File: config.mk
export PLATFORM = sky130hd
export DESIGN_NAME = game_timer_ctrl
export DESIGN_NICKNAME = d
export VERILOG_FILES = /design/src/rtl/game_timer_ctrl.sv
export SDC_FILE = /design/constraint.sdc
export NUM_CORES = 1
export LEC_CHECK = 0
export CORE_MARGIN = 1
export CORE_UTILIZATION = 40
export DETAILED_ROUTE_END_ITERATION = 12
export GPL_TIMING_DRIVEN = 0
export PLACE_DENSITY = 0.65
export SYNTH_ARGS = -nofsm -noshare
export SYNTH_HDL_FRONTEND = slang
export SYNTH_SLANG_ARGS = --single-unit
File: constraint.sdc
create_clock -name clk -period 6.65 [get_ports clk]
set_clock_uncertainty 0.05 [all_clocks]
set_input_delay 1.6625 -clock clk [delete_from_list [all_inputs] [get_ports clk]]
set_output_delay 1.6625 -clock clk [all_outputs]
set_load 0.05 [all_outputs]
File: src/rtl/game_timer_ctrl.sv
// M:SS BCD countdown controller that sequences the one-second tick generator.
// Optional bonus-time adder is enabled with TIMER_BONUS_EN.
//
// state   | meaning
// S_IDLE  | loaded with start value, waiting for start
// S_RUN   | counting down on one_sec
// S_PAUSE | counting frozen, waiting for start
// S_DONE  | reached 0:00, waiting for restart
module game_timer_ctrl #(
    parameter int START_MIN = 1,
    parameter int START_SEC = 30,
    parameter int WARN_SEC  = 10,
    parameter int BONUS_SEC = 15
) (
    input  logic       clk,
    input  logic       resetN,
    input  logic       start,
    input  logic       pause,
    input  logic       restart,
    input  logic       hurry,
    input  logic       add_bonus,
    input  logic       one_sec,
    output logic       turbo,
    output logic       tick_rstN,
    output logic [3:0] min_d,
    output logic [3:0] sec_t,
    output logic [3:0] sec_o,
    output logic       running,
    output logic       warn,
    output logic       expired,
    output logic       time_up
);

    typedef enum logic [1:0] {S_IDLE, S_RUN, S_PAUSE, S_DONE} state_t;

    localparam logic [11:0] START_V = {4'(START_MIN), 4'(START_SEC / 10), 4'(START_SEC % 10)};
    localparam logic [9:0]  WARN_V  = 10'(WARN_SEC);

    state_t     state_q, state_d;
    logic [3:0] mins_q, mins_d;
    logic [3:0] tens_q, tens_d;
    logic [3:0] ones_q, ones_d;
    logic       warn_q, warn_d;
    logic       expired_q, expired_d;
    logic       tick_rstn_q, tick_rstn_d;

    logic [11:0] cur, nxt;

    // Caller guarantees v is nonzero, so the minutes borrow never underflows.
    function automatic logic [11:0] bcd_dec(input logic [11:0] v);
        logic [3:0] m, t, o;
        {m, t, o} = v;
        if (o != 4'd0) begin
            o = o - 4'd1;
        end else begin
            o = 4'd9;
            if (t != 4'd0) begin
                t = t - 4'd1;
            end else begin
                t = 4'd5;
                m = m - 4'd1;
            end
        end
        return {m, t, o};
    endfunction

    function automatic logic [9:0] bcd_total(input logic [11:0] v);
        return 10'(v[11:8]) * 10'd60 + 10'(v[7:4]) * 10'd10 + 10'(v[3:0]);
    endfunction

`ifdef TIMER_BONUS_EN
    localparam logic [4:0] BON_T = 5'(BONUS_SEC / 10);
    localparam logic [4:0] BON_O = 5'(BONUS_SEC % 10);

    function automatic logic [11:0] bcd_add(input logic [11:0] v);
        logic [4:0] m5, t5, o5;
        o5 = {1'b0, v[3:0]} + BON_O;
        t5 = {1'b0, v[7:4]} + BON_T;
        m5 = {1'b0, v[11:8]};
        if (o5 >= 5'd10) begin
            o5 = o5 - 5'd10;
            t5 = t5 + 5'd1;
        end
        if (t5 >= 5'd6) begin
            t5 = t5 - 5'd6;
            m5 = m5 + 5'd1;
        end
        if (m5 > 5'd9) begin
            return 12'h959;
        end
        return {m5[3:0], t5[3:0], o5[3:0]};
    endfunction
`else
    logic unused_bonus;
    assign unused_bonus = add_bonus ^ (BONUS_SEC != 0);
`endif

    always_ff @(posedge clk or negedge resetN) begin
        if (!resetN) begin
            state_q     <= S_IDLE;
            mins_q      <= START_V[11:8];
            tens_q      <= START_V[7:4];
            ones_q      <= START_V[3:0];
            warn_q      <= 1'b0;
            expired_q   <= 1'b0;
            tick_rstn_q <= 1'b1;
        end else begin
            state_q     <= state_d;
            mins_q      <= mins_d;
            tens_q      <= tens_d;
            ones_q      <= ones_d;
            warn_q      <= warn_d;
            expired_q   <= expired_d;
            tick_rstn_q <= tick_rstn_d;
        end
    end

    always_comb begin
        cur         = {mins_q, tens_q, ones_q};
        nxt         = cur;
        state_d     = state_q;
        expired_d   = 1'b0;
        tick_rstn_d = 1'b1;
        if (restart) begin
            state_d     = S_IDLE;
            nxt         = START_V;
            tick_rstn_d = 1'b0;
        end else begin
            case (state_q)
                S_IDLE: begin
                    if (start) begin
                        state_d     = S_RUN;
                        tick_rstn_d = 1'b0;
                    end
                end
                S_RUN: begin
                    // start outranks pause; a tick coinciding with pause is dropped
                    if (pause && !start) begin
                        state_d = S_PAUSE;
                    end else if (one_sec) begin
                        nxt = bcd_dec(cur);
                    end
`ifdef TIMER_BONUS_EN
                    if (add_bonus) begin
                        nxt = bcd_add(nxt);
                    end
`endif
                    if (state_d == S_RUN && one_sec && nxt == 12'h000) begin
                        state_d   = S_DONE;
                        expired_d = 1'b1;
                    end
                end
                S_PAUSE: begin
`ifdef TIMER_BONUS_EN
                    if (add_bonus) begin
                        nxt = bcd_add(cur);
                    end
`endif
                    if (start) begin
                        state_d     = S_RUN;
                        tick_rstn_d = 1'b0;
                    end
                end
                S_DONE: begin
                end
                default: begin
                    state_d = S_IDLE;
                end
            endcase
        end
        {mins_d, tens_d, ones_d} = nxt;
        warn_d = ((state_d == S_RUN) || (state_d == S_PAUSE)) && (bcd_total(nxt) <= WARN_V);
    end

    assign min_d     = mins_q;
    assign sec_t     = tens_q;
    assign sec_o     = ones_q;
    assign warn      = warn_q;
    assign expired   = expired_q;
    assign tick_rstN = tick_rstn_q;
    assign running   = (state_q == S_RUN);
    assign time_up   = (state_q == S_DONE);
    assign turbo     = hurry && (state_q == S_RUN);

endmodule
Word-level counts from Yosys, hierarchy flattened
Cells that the tools add are included.
W data, S select, Z words.
{ "word_totals": {"register_bits": 17, "in_bits": 8, "out_inout_bits": 18, "elab_cells": 57} }
{ "op_classes": {"add_sub_neg": 5, "mul": 2, "magnitude_cmp": 1, "eq_ne": 6, "mux": 24, "reduce_logical": 12} }
{ "ops": {"columns": ["operator", "n"], "rows": [
  ["$mux W12", 6],
  ["$mux W4", 5],
  ["$logic_not A12 Y1", 1],
  ["$mux W2", 6],
  ["$sub A4 B1 Y4 const B", 3],
  ["$add A10 B4 Y10", 1],
  ["$add A10 B8 Y10", 1],
  ["$le A10 B4 Y1 const B", 1],
  ["$mul A4 B4 Y8 const B", 1],
  ["$reduce_bool A4 Y1", 2],
  ["$mul A4 B3 Y7 const B", 1],
  ["$eq A2 B1 Y1 const B", 3],
  ["$eq A2 B2 Y1 const B", 3],
  ["$mux W1", 6],
  ["$logic_and A1 B1 Y1", 5],
  ["$pmux W2 S2", 1],
  ["$logic_not A2 Y1", 1],
  ["$reduce_or A2 Y1", 1],
  ["$logic_not A1 Y1", 1],
  ["$logic_or A1 B1 Y1", 1]
]} }

Longest topological paths before layout
Gate-level depths: netlist (run 1).
{ "logic_depth": {"depth_word": 15, "mapped_depth": 23, "depth_no_buf": 22} }

Worst setup path before layout (run 1)
Ideal clock, no wire load.
{ "synth_timing": {"path_type": "input-to-reg", "startpoint": "in start", "endpoint": "reg warn_q, in the netlist warn", "setup_time_ps": 68, "arrival_ps": 6140, "path_slack_ps": 392, "stages": 18, "n_path_buf": 0, "path_cell_list": "nand2b_1 > nand4_2 > nor2_4 > nor2_1 > a211o_1 > a31oi_1 > ha_1 > fa_1 > inv_1 > fa_1 > xnor2_1 > ha_1 > ha_1 > inv_1 > or3_1 > a2111o_1 > a2111oi_2 > and4b_1"} }
{ "synth_between": {"elab_chain_cells": 14} }
{ "synth_rtl": {"columns": ["item", "line", "text"], "rows": [
  ["start: declaration", "17", "input logic start,"],
  ["parallel branches: the longest is 13 deep, another holds $add A10 B8 Y10", null, null],
  ["$logic_and A1 B1 Y1 *", "172", "warn_d = ((state_d == S_RUN) || (state_d == S_PAUSE)) && (bcd_total(nxt) <= WARN_V);"],
  ["via warn_d", "43", "logic warn_q, warn_d;"],
  ["end signal: assignment", "112", "warn_q <= warn_d;"],
  ["end: declaration", "43", null]
]} }
Mark *: on every way through the listed nets, which the timed path passes. The select of a mux whose other input is x is not followed.

Worst setup path after layout (run 1)
Ends and elaborated chain as after synthesis.

==> results of run 1 <==
-- layout make-up --
class | count | area (sq um) | area share, %
Sequential cell | 17 | 430 | 19.3
Clock buffer | 4 | 45.0 | 2.02
Inverter | 21 | 78.8 | 3.53
Multi-Input combinational cell | 155 | 1340 | 60.0
Tap cell | 50 | 62.6 | 2.80
Buffer | 3 | 11.3 | 0.505
Timing Repair Buffer | 27 | 264 | 11.8
-- metrics by stage --
step                std cells  area, sq um
floorplan                 196         1790
global placement          269         2080
detailed placement        269         2080
CTS                       274         2180
global route              277         2230
finish                    277         2230
-- worst register-to-register path: cells and delay by family (launching register included) --
| family | cells | cell delay (ns) |
|---|---|---|
| adder cells (fa/ha/maj) | 5 | 1.89 |
| AO/OA/AOI/OAI | 4 | 1.19 |
| AND/OR/NAND/NOR | 6 | 1.46 |
| buffers and inverters | 2 | 0.12 |
| XOR/XNOR | 1 | 0.17 |
| flip-flops | 1 | 0.49 |
-- kinds of logic (layout without fill, tap and decap cells) --
family | count (synthesis) | in the layout | share of synthesized area, %
xor gates and xnor gates | 15 | 15 | 7.36
DFF | 17 | 17 | 24.1
AOI/OAI and AO/OA | 33 | 33 | 13.7
buffers and inverters | 24 | 55 | 5.05
and+or+nand+nor | 70 | 70 | 21.7
muxes | 3 | 3 | 1.68
adders and majority gates | 34 | 34 | 26.3
-- layer usage --
metal / part of all wire [%] / wire length (um)
met5: 0 / 0
met3: 2.7 / 101
met4: 0.43 / 16
met2: 49 / 1840
met1: 48 / 1800
-- what timing repair did --
item,CTS,global route
pin swaps,2,5
setup buffers,1,3
setup endpoints to repair,1,1
hold endpoints to repair,0,0
resized for setup,9,6
-- sequential cells by signal, indices dropped and copies added, names as in the netlist --
| name | count |
|---|---|
| expired | 1 |
| min_d | 4 |
| sec_o | 4 |
| sec_t | 4 |
| state_q | 2 |
| tick_rstN | 1 |
| warn | 1 |
-- worst max path at each step --
stage,startpoint,end,depth (start not counted)
after floorplan,start,warn,18
after global placement,start,warn,19
after detailed placement,start,warn,19
after CTS,pause,warn,19
after global routing,start,warn,21
final,start,warn,19
-- layout by cell type, fill, tap and decap left out, types with 2 or more instances in the layout --
| master | instances |
|---|---|
| sky130_fd_sc_hd__nor2_1 | 23 |
| sky130_fd_sc_hd__nand4_1 | 2 |
| sky130_fd_sc_hd__and2_1 | 2 |
| sky130_fd_sc_hd__o211ai_1 | 3 |
| sky130_fd_sc_hd__xor2_1 | 7 |
| sky130_fd_sc_hd__or3_1 | 3 |
| sky130_fd_sc_hd__a21o_1 | 2 |
| sky130_fd_sc_hd__buf_4 | 4 |
| sky130_fd_sc_hd__dfstp_2 | 4 |
| sky130_fd_sc_hd__mux2i_1 | 3 |
| sky130_fd_sc_hd__dlymetal6s2s_1 | 2 |
| sky130_fd_sc_hd__clkbuf_1 | 4 |
| sky130_fd_sc_hd__a21oi_1 | 9 |
| sky130_fd_sc_hd__clkbuf_8 | 3 |
| sky130_fd_sc_hd__fa_1 | 6 |
| sky130_fd_sc_hd__a211o_1 | 2 |
| sky130_fd_sc_hd__nand3_1 | 7 |
| sky130_fd_sc_hd__xnor2_1 | 7 |
| sky130_fd_sc_hd__inv_1 | 20 |
| sky130_fd_sc_hd__o21ai_0 | 3 |
| sky130_fd_sc_hd__nor2b_1 | 3 |
| sky130_fd_sc_hd__nand2_1 | 12 |
| sky130_fd_sc_hd__ha_1 | 27 |
| sky130_fd_sc_hd__nand2b_1 | 3 |
| sky130_fd_sc_hd__a221o_1 | 2 |
| sky130_fd_sc_hd__dfrtp_1 | 13 |
| sky130_fd_sc_hd__clkdlybuf4s50_1 | 20 |
| sky130_fd_sc_hd__nor3_1 | 4 |
-- power by group through the flow --
stage | clock [W] | sequential, W | combinational [W]
3_3_place_gp | 0 | 0.000112 | 0.0000469
6_report | 0.0000762 | 0.000110 | 0.0000480
3_5_place_dp | 0 | 0.000112 | 0.0000470
2_1_floorplan | 0 | 0.000118 | 0.0000254
4_1_cts | 0.0000786 | 0.000110 | 0.0000486
5_1_grt | 0.0000832 | 0.000110 | 0.0000535
==> results.json, run 1 <==
{
  "cts_max_level": 1,
  "r2r_end": "warn",
  "area_growth_syn_to_layout_pct": 24.9,
  "combPwrFrac_pct": 20.5,
  "grt_setup_unrepaired": "false",
  "total_power_density_per_cell_area_mw_per_mm2": 105,
  "fillerInstances": 393,
  "crit-reg2reg-launch": "sec_o[0]",
  "netSwitchingFraction_pct": 28.6,
  "fin_tns_setup_ns": 0,
  "cp_data_required_time_ns": 6.79,
  "asyncSetResetFlopFracSynth_pct": 100,
  "core-area_sq_mm": 0.00414,
  "worst_r2r_setup_slack_ns": 1.21,
  "num_antenna_cells": 0,
  "grt.met2_usage_pct": 29.0,
  "io_pins": 26,
  "vias": 1468,
  "critical_path.n_buffers_inverters": 4,
  "fin_ws_ns": 0.267,
  "synth_cell_count_leaders": "sky130_fd_sc_hd__ha_1, sky130_fd_sc_hd__nor2_1, sky130_fd_sc_hd__inv_1",
  "port_buffers": 23,
  "fin_crit_ns": 6.38,
  "timing.final.max_slew_violations": 0,
  "cellLeakagePower_nw": 1.00,
  "critPathTopFamily": "adder cells",
  "internal-power_w": 0.000167,
  "numCtsBuffers": 3,
  "placement_rows": 23,
  "postSynthAreaPerCell_sq_um": 9.11,
  "routed_wirelength_um": 3760,
  "timing.critical_path.slowest_stage_cell": "sky130_fd_sc_hd__fa_1",
  "synth_most_common_cell": "sky130_fd_sc_hd__ha_1",
  "die_h_um": 68.8,
  "synth_ff_type": "sky130_fd_sc_hd__dfrtp_1",
  "worstSkewPairLatency_ns": 0.25,
  "hold_end": "tick_rstN",
  "post_synth_top_area_share_pct": 19.6,
  "grt_first_pass_wirelength_um": 6010,
  "worstHoldStart": "state_q[0]",
  "clk_transition_reported_paths_ns": 0.06,
  "first_global_vias": 1338,
  "post_drt_via_cell_ratio": 5.30,
  "drv.max_cap_violation_count": 0,
  "critical_path.endpoint_type": "register",
  "synth_area_leaders": "sky130_fd_sc_hd__ha_1, sky130_fd_sc_hd__dfrtp_1, sky130_fd_sc_hd__fa_1",
  "power_share_of_the_sequential_group_pct": 47.0,
  "total_grt_usage_pct": 17.0,
  "max_freq_ghz": 0.157,
  "worst_hold_slack_ns": 0.550,
  "min-delay-path-class": "reg -> reg",
  "switchingPower_w": 0.0000670,
  "tritoncts": "yes",
  "slew_headroom_pct": 49.8,
  "antenna_found_initial": 0,
  "global_route.usage.met3_pct": 0.987,
  "timing_worst_slew_pin_value_ns": 0.751,
  "detail_route.iter0.violations": 52,
  "synth_cell_type_count": 42,
  "crit_path_launch_type": "input port",
  "setup_viol": 0,
  "largest_stage_delay_on_the_critical_path_ns": 0.53,
  "max_fo_critical_path": 6,
  "global_placement_routability_congestion": 0.816,
  "synth-seq-area-share_pct": 24.1,
  "detailedPlace.worstSlack_ns": -0.729,
  "core_utilization_of_the_finished_layout_pct": 53.8,
  "remaining_antenna_violation_count": 0,
  "min_path_cells": 2,
  "floorplan.initialDensity_pct": 43.1,
  "synth-seq-cells": 17,
  "synth_area_sq_mm": 0.00179,
  "hold_viol": 0,
  "clock_tree.buffer_depth": 2,
  "hpwl_um": 2990,
  "overflow": 0,
  "drcViolationCount": 0,
  "total_of_hold_buffers_inserted_after_clock_tree_synthesis": 0,
  "iteration_count_of_the_initial_detailed_routing_pass": 4,
  "syn_inst": 196,
  "total_power_w": 0.000234,
  "cts.sinks": 17,
  "routed_len_inst_um": 13.6,
  "period_share_pct": 96.0,
  "layout-drive-gt1-share_pct": 12.3,
  "synth-edff-count": 0,
  "grt-busiest-layer": "met2",
  "overall_die_width_um": 68.8,
  "worstPathArrival_ns": 6.52,
  "critPathKind": "in -> reg",
  "irDropWorstVdd_v": 0.0000527,
  "synth_top_cell_by_area": "sky130_fd_sc_hd__ha_1",
  "clock_tree.root_cell": "sky130_fd_sc_hd__clkbuf_8",
  "groute.layer.met1.usage_pct": 23.2,
  "crit_path_cell_trace": "dlygate4sd2_1, nand2b_4, nand4_4, nor2_4, buf_4, a211o_1, a31oi_4, ha_1, fa_1, inv_1, fa_1, xnor2_2, ha_1, ha_4, inv_1, or3_1, a2111o_1, a2111oi_2, and4b_1",
  "design.die.area_sq_mm": 0.00473,
  "syn_nets": 238,
  "finish.net_count": 270,
  "synthesis_warning_total": 0,
  "run_status": "completed",
  "clkPwrFrac_pct": 32.5,
  "pin_count_of_the_biggest_net_entering_global_routing": 18,
  "worstRegToRegCells": 18
}
(Power assumes the default switching activity.)
==> run 2, diff against run 1 <==
--- a/config.mk
+++ b/config.mk
@@ -5,11 +5,12 @@
 export SDC_FILE = /design/constraint.sdc
 export NUM_CORES = 1
 export LEC_CHECK = 0
+export ABC_AREA = 1
 export CORE_MARGIN = 1
 export CORE_UTILIZATION = 40
 export DETAILED_ROUTE_END_ITERATION = 12
 export GPL_TIMING_DRIVEN = 0
-export PLACE_DENSITY = 0.65
+export PLACE_DENSITY = 0.64
 export SYNTH_ARGS = -nofsm -noshare
 export SYNTH_HDL_FRONTEND = slang
 export SYNTH_SLANG_ARGS = --single-unit
==> results.json, run 2 <==
{
  "critPathKind": "in -> reg",
  "numCtsBuffers": 3,
  "total_power_density_per_cell_area_mw_per_mm2": 226,
  "critical_path.n_buffers_inverters": 6,
  "drcViolationCount": 0,
  "fin_area_sq_mm": 0.00232,
  "num_antenna_cells": 0,
  "iteration_count_of_the_initial_detailed_routing_pass": 4,
  "max_freq_ghz": 0.159,
  "overall_die_width_um": 71.8,
  "synth-seq-area-share_pct": 22.1,
  "remaining_antenna_violation_count": 0,
  "total_grt_usage_pct": 17.4,
  "port_buffers": 24,
  "period_share_pct": 94.6,
  "vias": 1678,
  "hpwl_um": 3310,
  "clk_transition_reported_paths_ns": 0.07,
  "clock_tree.buffer_depth": 2,
  "clock_tree.root_cell": "sky130_fd_sc_hd__clkbuf_8",
  "timing.critical_path.slowest_stage_cell": "sky130_fd_sc_hd__fa_1",
  "critical-path-top-cell-by-count": "sky130_fd_sc_hd__nand2_1",
  "max_fo_critical_path": 4,
  "floorplan.initialDensity_pct": 41.5,
  "post_drt_via_cell_ratio": 4.78,
  "cts.sinks": 17,
  "timing_worst_slew_pin_value_ns": 0.802,
  "area.sequential_sq_um": 430,
  "crit-reg2reg-launch": "min_d[0]",
  "synth_cell_type_count": 31,
  "cp_data_required_time_ns": 6.79,
  "design.die.area_sq_mm": 0.00515,
  "most_frequent_cells_in_the_layout": "sky130_fd_sc_hd__nand2_1, sky130_fd_sc_hd__inv_1, sky130_fd_sc_hd__ha_1",
  "critPathTopFamily": "adder cells",
  "pin_count_of_the_biggest_net_entering_global_routing": 18,
  "total_of_hold_buffers_inserted_after_clock_tree_synthesis": 0,
  "layout.cells.most_common": "sky130_fd_sc_hd__nand2_1",
  "crit_path_launch_type": "input port",
  "multi_input_area_sq_mm": 0.00133,
  "syn_inst": 269,
  "synth-seq-cells": 17,
  "finish.net_count": 340,
  "fillerInstances": 456,
  "asyncSetResetFlopFracSynth_pct": 100,
  "top_layer": "met4",
  "run_status": "completed",
  "die_h_um": 71.8,
  "m1_wl_um": 1920,
  "worst_r2r_setup_slack_ns": 1.77,
  "layout-drive-gt1-share_pct": 13.1,
  "core-area_sq_mm": 0.00469,
  "fin_crit_ns": 6.29,
  "area_growth_syn_to_layout_pct": 19.2,
  "synth_area_sq_mm": 0.00195,
  "largest_stage_delay_on_the_critical_path_ns": 0.52,
  "worstRegToRegCells": 27,
  "min-delay-path-class": "reg -> reg",
  "routed_wirelength_um": 3950,
  "grt_setup_unrepaired": "false",
  "grt_first_pass_wirelength_um": 7140,
  "critical_path.endpoint_type": "register",
  "timing.final.max_slew_violations": 0,
  "synth_ff_type": "sky130_fd_sc_hd__dfrtp_1",
  "slew_headroom_pct": 46.3,
  "antenna_found_initial": 0,
  "wl_met2_um": 1910,
  "wl_met3_um": 84,
  "min_path_cells": 2,
  "synth_area_leaders": "sky130_fd_sc_hd__ha_1, sky130_fd_sc_hd__dfrtp_1, sky130_fd_sc_hd__nand2_1",
  "cts_max_level": 1,
  "first_global_vias": 1656,
  "worstPathArrival_ns": 6.43,
  "postSynthAreaPerCell_sq_um": 7.24,
  "syn_nets": 311,
  "tritoncts": "yes",
  "overflow": 0,
  "synth_most_common_cell": "sky130_fd_sc_hd__nand2_1",
  "worstHoldStart": "state_q[1]",
  "synthesis_warning_total": 0,
  "setup_viol": 0,
  "io_pins": 26,
  "drv.max_cap_violation_count": 0,
  "synth-edff-count": 0,
  "synth_top_cell_by_area": "sky130_fd_sc_hd__ha_1",
  "placement_rows": 25,
  "cellLeakagePower_nw": 1.22,
  "irDropWorstVdd_v": 0.000169,
  "r2r_end": "warn",
  "global_placement_routability_congestion": 0.762,
  "worstSkewPairLatency_ns": 0.25,
  "hold_end": "state_q[1]",
  "post_synth_top_area_share_pct": 18.0,
  "core_utilization_of_the_finished_layout_pct": 49.4,
  "hold_viol": 0,
  "placed_area_sq_mm": 0.00225,
  "synth_cell_count_leaders": "sky130_fd_sc_hd__nand2_1, sky130_fd_sc_hd__inv_1, sky130_fd_sc_hd__ha_1",
  "detail_route.iter0.violations": 86,
  "routed_len_inst_um": 11.3
}
-- run 2: what timing repair did --
action,CTS,global route
gates resized for setup,0,6
endpoints found under the setup margin,0,1
buffers inserted,0,0
-- run 2: layer usage --
layer | GRT usage, % | up-vias
li1 | - | 914
met1 | 23.1 | 736
met2 | 30.2 | 24
met3 | 1.69 | 4
met4 | 5.01 | 0
met5 | 0 | -
-- run 2: worst max-delay path by stage --
stage | endpoint | cells after the start | slack (ns) | start
floorplan | warn | 28 | 0.96 | start
global placement | warn | 29 | -0.06 | start
detailed placement | warn | 29 | -0.10 | start
CTS | warn | 29 | 0.14 | start
global route | warn | 31 | 0.01 | start
finish | warn | 29 | 0.36 | start
-- run 2: metrics by stage --
step,hold WS [ns],power (W),setup TNS (ns),std cells,setup slack (ns)
CTS,0.545,0.000527,0,351,0.136
finish,0.551,0.000525,0,351,0.362
detailed placement,0.528,0.000448,-0.102,347,-0.102
floorplan,0.484,0.000378,0,269,0.960
global route,0.584,0.000586,0,351,0.0135
global placement,0.513,0.000444,-0.0614,347,-0.0614
-- run 2: kinds of logic (layout without fill, tap and decap cells) --
logic type               Yosys count  after routing  synth area share (%)
AND/OR/NAND/NOR                  121            121                  29.6
buffers and inverters             55             83                  10.7
adder cells (fa/ha/maj)           34             34                  24.2
AO/OA/AOI/OAI                     33             33                  9.38
flip-flops                        17             17                  22.1
XOR/XNOR                           9              9                  4.05
-- run 2: where the power goes --
group           total, W  internal [W]  switching [W]
combinational   0.000326      0.000131       0.000194
sequential      0.000121      0.000112     0.00000829
clock          0.0000787     0.0000416      0.0000371
total           0.000525      0.000285       0.000240
-- run 2: final cells by class --
class                           count  area share [%]
Multi-Input combinational cell    197            57.2
Sequential cell                    17            18.6
Timing Repair Buffer               24            10.4
Inverter                           52            8.47
Tap cell                           54            2.91
Clock buffer                        3            1.78
Buffer                              3           0.539
Clock inverter                      1           0.216
-- run 2: worst register-to-register path: stages (launching register included) --
cell and delay, ns:
sky130_fd_sc_hd__dfstp_2 0.58, sky130_fd_sc_hd__inv_1 0.06, sky130_fd_sc_hd__ha_1 0.29, sky130_fd_sc_hd__nand3_1 0.09
sky130_fd_sc_hd__nand2_1 0.08, sky130_fd_sc_hd__nand2_1 0.07, sky130_fd_sc_hd__nand3_2 0.10, sky130_fd_sc_hd__inv_2 0.08
sky130_fd_sc_hd__nand2_1 0.07, sky130_fd_sc_hd__inv_2 0.10, sky130_fd_sc_hd__nor2_2 0.06, sky130_fd_sc_hd__ha_1 0.31
sky130_fd_sc_hd__fa_1 0.53, sky130_fd_sc_hd__inv_1 0.06, sky130_fd_sc_hd__fa_1 0.48, sky130_fd_sc_hd__inv_1 0.04
sky130_fd_sc_hd__ha_1 0.28, sky130_fd_sc_hd__ha_1 0.31, sky130_fd_sc_hd__inv_1 0.09, sky130_fd_sc_hd__a21oi_1 0.04
sky130_fd_sc_hd__or2_2 0.30, sky130_fd_sc_hd__nand2_1 0.08, sky130_fd_sc_hd__nand2_1 0.05, sky130_fd_sc_hd__a21oi_1 0.15
sky130_fd_sc_hd__o21ai_0 0.09, sky130_fd_sc_hd__nor2_1 0.13, sky130_fd_sc_hd__nand3_1 0.11, sky130_fd_sc_hd__nor2_2 0.12
